`config.mk`:
```
export PLATFORM = sky130hd
export DESIGN_NAME = stream_fifo
export DESIGN_NICKNAME = d
export VERILOG_FILES = /design/src/rtl/stream_fifo_pkg.sv /design/src/rtl/stream_fifo_mem.sv /design/src/rtl/stream_fifo.sv
export SDC_FILE = /design/constraint.sdc
export NUM_CORES = 1
export LEC_CHECK = 0
export CAP_MARGIN = 20
export CORE_MARGIN = 2
export CORE_UTILIZATION = 60
export DETAILED_ROUTE_END_ITERATION = 16
export MAX_ROUTING_LAYER = met4
export PLACE_DENSITY = 0.77
export SLEW_MARGIN = 20
export SYNTH_ARGS = -nofsm -noshare
export SYNTH_HDL_FRONTEND = slang
export SYNTH_HIERARCHICAL = 1
export SYNTH_SLANG_ARGS = --single-unit
```
`constraint.sdc`:
```
create_clock -name clock -period 6.2 [get_ports clock]
set_input_delay 1.24 -clock clock [delete_from_list [all_inputs] [get_ports clock]]
set_output_delay 1.24 -clock clock [all_outputs]
set_load 0.05 [all_outputs]
```
`src/rtl/stream_fifo_pkg.sv`:
```
// Shared streaming constants and helpers used by the stream FIFO and its storage.
package stream_fifo_pkg;

  localparam int DEFAULT_FIFO_DATA_WIDTH  = 32;
  localparam int DEFAULT_FIFO_BUFFER_SIZE = 16;

  // Pointer width carries one extra wrap bit above the array index.
  function automatic int ptr_width(input int depth);
    return $clog2(depth) + 1;
  endfunction

endpackage

```
`src/rtl/stream_fifo_mem.sv`:
```
// Register-array storage: synchronous write port, asynchronous read port, contents not reset.
module fifo_mem
  import stream_fifo_pkg::*;
#(
  parameter int WIDTH = DEFAULT_FIFO_DATA_WIDTH,
  parameter int DEPTH = DEFAULT_FIFO_BUFFER_SIZE
) (
  input  logic                     clock,
  input  logic                     we,
  input  logic [$clog2(DEPTH)-1:0] waddr,
  input  logic [WIDTH-1:0]         wdata,
  input  logic [$clog2(DEPTH)-1:0] raddr,
  output logic [WIDTH-1:0]         rdata
);

  logic [WIDTH-1:0] mem [DEPTH];

  always_ff @(posedge clock) begin
    if (we) begin
      mem[waddr] <= wdata;
    end
  end

  assign rdata = mem[raddr];

endmodule

```
`src/rtl/stream_fifo.sv`:
```
// Single-clock first-word-fall-through FIFO; head word is visible combinationally while non-empty.
module stream_fifo
  import stream_fifo_pkg::*;
#(
  parameter int FIFO_DATA_WIDTH  = DEFAULT_FIFO_DATA_WIDTH,
  parameter int FIFO_BUFFER_SIZE = DEFAULT_FIFO_BUFFER_SIZE
) (
  input  logic                                   clock,
  input  logic                                   reset,
  input  logic                                   wr_en,
  input  logic [FIFO_DATA_WIDTH-1:0]             din,
  output logic                                   full,
  input  logic                                   rd_en,
  output logic [FIFO_DATA_WIDTH-1:0]             dout,
  output logic                                   empty,
  output logic [ptr_width(FIFO_BUFFER_SIZE)-1:0] count,
  output logic                                   wr_err,
  output logic                                   rd_err
);

  localparam int ADDR_WIDTH = $clog2(FIFO_BUFFER_SIZE);
  localparam int PTR_WIDTH  = ptr_width(FIFO_BUFFER_SIZE);

  logic [PTR_WIDTH-1:0]       wr_ptr;
  logic [PTR_WIDTH-1:0]       rd_ptr;
  logic [FIFO_DATA_WIDTH-1:0] head;
  logic                       wr_accept;
  logic                       rd_accept;

  // Handshake: a push transfers on an edge where wr_en=1 and full=0; a pop transfers on an
  // edge where rd_en=1 and empty=0. Both flags come from the registered pointers only, so a
  // request against a full/empty FIFO is dropped even if the other side moves that same edge.
  assign empty = (wr_ptr == rd_ptr);
  assign full  = (wr_ptr[ADDR_WIDTH-1:0] == rd_ptr[ADDR_WIDTH-1:0]) &&
                 (wr_ptr[ADDR_WIDTH] != rd_ptr[ADDR_WIDTH]);
  assign count = wr_ptr - rd_ptr;

  assign wr_accept = wr_en && !full && !reset;
  assign rd_accept = rd_en && !empty && !reset;

  fifo_mem #(
    .WIDTH (FIFO_DATA_WIDTH),
    .DEPTH (FIFO_BUFFER_SIZE)
  ) u_mem (
    .clock (clock),
    .we    (wr_accept),
    .waddr (wr_ptr[ADDR_WIDTH-1:0]),
    .wdata (din),
    .raddr (rd_ptr[ADDR_WIDTH-1:0]),
    .rdata (head)
  );

  // Stale array contents are masked so an empty FIFO always presents zero.
  assign dout = empty ? '0 : head;

  always_ff @(posedge clock) begin
    if (reset) begin
      wr_ptr <= '0;
      rd_ptr <= '0;
      wr_err <= 1'b0;
      rd_err <= 1'b0;
    end else begin
      if (wr_accept) begin
        wr_ptr <= wr_ptr + PTR_WIDTH'(1);
      end
      if (rd_accept) begin
        rd_ptr <= rd_ptr + PTR_WIDTH'(1);
      end
      wr_err <= wr_en && full;
      rd_err <= rd_en && empty;
    end
  end

endmodule
```
==> flow_summary_export.csv <==
group,metric,value,unit
run_status,outcome,"completed",
place,post-dp-hpwl,22000,um
final_layout,finalInstanceArea,23200,sq um
place,portBuffers,76,
die,fp.dieH,187,um
synth,synth_edf_count,512,
cts,ctsResizeCount,0,
drt,route.antenna.remaining_nets,0,
synth,synth_nets,960,
global_route,grt_remaining_overflow,0,
sta,setup_slack,1.07,ns
synth,postSynthCellCount,917,
min_path,hp-start,"rd_ptr[4]",
cts,cts_tree,"yes",
synth,ys_seq_area_frac,0.776,
die,io_pins,77,
critical_path,worstPathArrival,3.89,ns
flow_run,maxCapViolations,0,
final_layout,fin_util,0.696,
cts,cts_root_buf,"clkbuf_16",
synth,yosysWarnings,6,
cts,clk_pin_slew,0.06,ns
critical_path,start_kind,"flop",
sta,hold_violations,0,
drt,drt_iter0_drc,1094,
die,die-area,35000,sq um
final_layout,final_layout_size_suffix_gt1_frac,0.236,
cts,cts_sinks,524,
final_layout,layoutNonFillerInstCount,1511,
die,fp.dieW,187,um
critical_path,startpoint,"rd_ptr[1]",
place,gp_congestion,0.783,
sta,report.final.slew_viol_count,0,
drt,dr.pass1.iters,5,
synth,synth.avg_cell_area,21.9,sq um
global_route,grt_pass1_wl,64900,um
drt,routedWlPerCell,28.8,um
pwr,p_leak,7.10,nW
cts,cts_max_path_buffers,3,
sta,min_period,5.13,ns
drt,route.detailed.drc,0,
global_route,grt_max_degree,59,
final_layout,synthToLayoutAreaGrowth,15.2,%
sta,tightest_slew,1.10,ns
critical_path,cp_max_fo,30,
cts,clk_latency,0.56,ns
global_route,antenna_found_initial,1,
synth,synth_area_leaders,"edfxtp_1 (76%), mux4_2 (14%), a22oi_1 (2.4%)",
synth,synth_compound_area_frac,0.0277,
drt,vias,9753,
cts,h-tree-depth,2,
cts,cts_made_buffers,50,
die,row_count,67,
sta,worst_slew_margin_rel,0.266,
sta,fin_worst_skew,0.0120,ns
place,dp.cells,1420,
sta,fin_tns_setup,0,ns
final_layout,nets,1067,
global_route,grt_util_all_layers,0.264,
die,start_util,0.604,
global_route,grt_pass1_vias,9989,
min_path,hold_path.class,"flop to flop",
critical_path,cp.required,4.96,ns
synth,yosysMostFrequentCell,"edfxtp_1",
synth,synth_commonest_cells,"edfxtp_1 (512), mux4_2 (128), a22oi_1 (64), nand2_1 (34), nor2b_1 (34)",
synth,ys_seq_elements,524,
synth,synth.distinct_cells,36,
sta,rsz0062_at_grt,"no",
die,core,33300,sq um
sta,max_freq,195,MHz
pwr,peakVddDrop,0.000349,V
synth,synthAdderAreaFrac,0.00473,
synth,synth_xor_area_frac,0.00516,
place,placed_area,21600,sq um
cts,hold_buffers,0,
synth,synth_top_family_by_area,"multiplexers",
critical_path,critPathCaptureType,"primary output",
place,dp_slack,1.64,ns
critical_path,reg2reg_from,"rd_ptr[0]",
synth,synthMuxAreaShare,0.144,
sta,setup_viol,0,
drt,wl,43500,um
synth,ys_async_sr_fraction,0,
synth,synth.top_cell.area_share,0.764,
synth,synth_area_leader_cell,"edfxtp_1",
synth,syn_area,20100,sq um
critical_path,path_class,"flop to primary output",
pwr,p_per_area,358,nW/um^2
synth,yosys.area_share.simple,0.0284,
drt,viasPerCell,6.45,
sta,period_share,0.828,
synth,synth_flop_cell,"edfxtp_1",
cts,cts_setup_buffers,0,
[state kept, by name (all words and copies together), names as in the netlist]
register and count:
wr_err 1, wr_ptr 5, u_mem/mem 512, rd_ptr 5, rd_err 1
[stage by stage]
step                hold WS, ns  power [mW]
floorplan                 0.513        5.04
global placement          0.573        5.40
detailed placement        0.591        5.41
CTS                       0.606        8.36
global route              0.627        8.56
finish                    0.601        8.30
[cell usage in the layout, fill, tap and decap left out, drive strengths merged, types with 4 or more instances in the layout]
| cell type | synthesis | routed |
|---|---|---|
| edfxtp | 512 | 512 |
| mux4 | 128 | 128 |
| clkdlybuf4s50 | 0 | 76 |
| a22oi | 64 | 64 |
| clkbuf | 20 | 59 |
| nand2 | 34 | 34 |
| nor2b | 34 | 34 |
| buf | 28 | 27 |
| nor2 | 24 | 24 |
| clkinv | 0 | 20 |
| dfxtp | 12 | 12 |
| xnor2 | 7 | 7 |
| a21oi | 7 | 7 |
| inv | 6 | 7 |
| ha | 6 | 6 |
| nand4 | 5 | 5 |
| clkinvlp | 0 | 5 |
| bufinv | 0 | 5 |
| nor3 | 4 | 4 |
| xor2 | 4 | 4 |
| o21ai | 4 | 4 |
[layout make-up]
type / instances / area, sq um
flip-flops and latches: 524 / 15600
fillers: 2001 / 10100
multi-input cells: 339 / 4370
clock buffers: 59 / 1310
repair buffers: 103 / 1000
well taps: 448 / 561
clock inverters: 31 / 287
inverters: 6 / 22.5
diodes: 1 / 2.50
[critical path: stages (launching register included)]
cell,delay [ns]
dfxtp_4,0.62
inv_1,0.15
ha_1,0.34
nand4_1,0.33
nor2_4,0.66
buf_4,0.40
nor2b_1,0.10
clkdlybuf4s50_1,0.71
[report_power, final]
group | switching (mW) | total, mW | internal, mW
clock | 1.26 | 2.97 | 1.71
sequential | 0.0565 | 3.97 | 3.92
combinational | 0.766 | 1.36 | 0.592
[path summary, 6_finish.rpt]
check                           slack [ns]  cells past startpoint              end
worst max-delay path                  1.07                      7          dout[6]
worst min-delay path                  0.60                      2        rd_ptr[4]
worst max register to register        2.17                      7  u_mem/mem[3][0]
worst min register to register        0.60                      2        rd_ptr[4]
[cell families (layout without fill, tap and decap cells)]
group | count (synthesis) | count (layout)
flops | 524 | 524
mux | 130 | 130
simple gates | 113 | 113
compound gates | 78 | 78
buf+inv | 54 | 199
xor+xnor | 11 | 11
fa+ha+maj | 7 | 7
other cells | 0 | 1
[layer usage]
| metal | wire length [um] | part of all wire | GRT usage |
|---|---|---|---|
| met1 | 17000 | 0.39 | 0.361 |
| met2 | 22200 | 0.51 | 0.427 |
| met3 | 3400 | 0.078 | 0.0385 |
| met4 | 929 | 0.021 | 0.0687 |
| met5 | 0 | 0 | - |
Power figures use the tool's default switching activity.
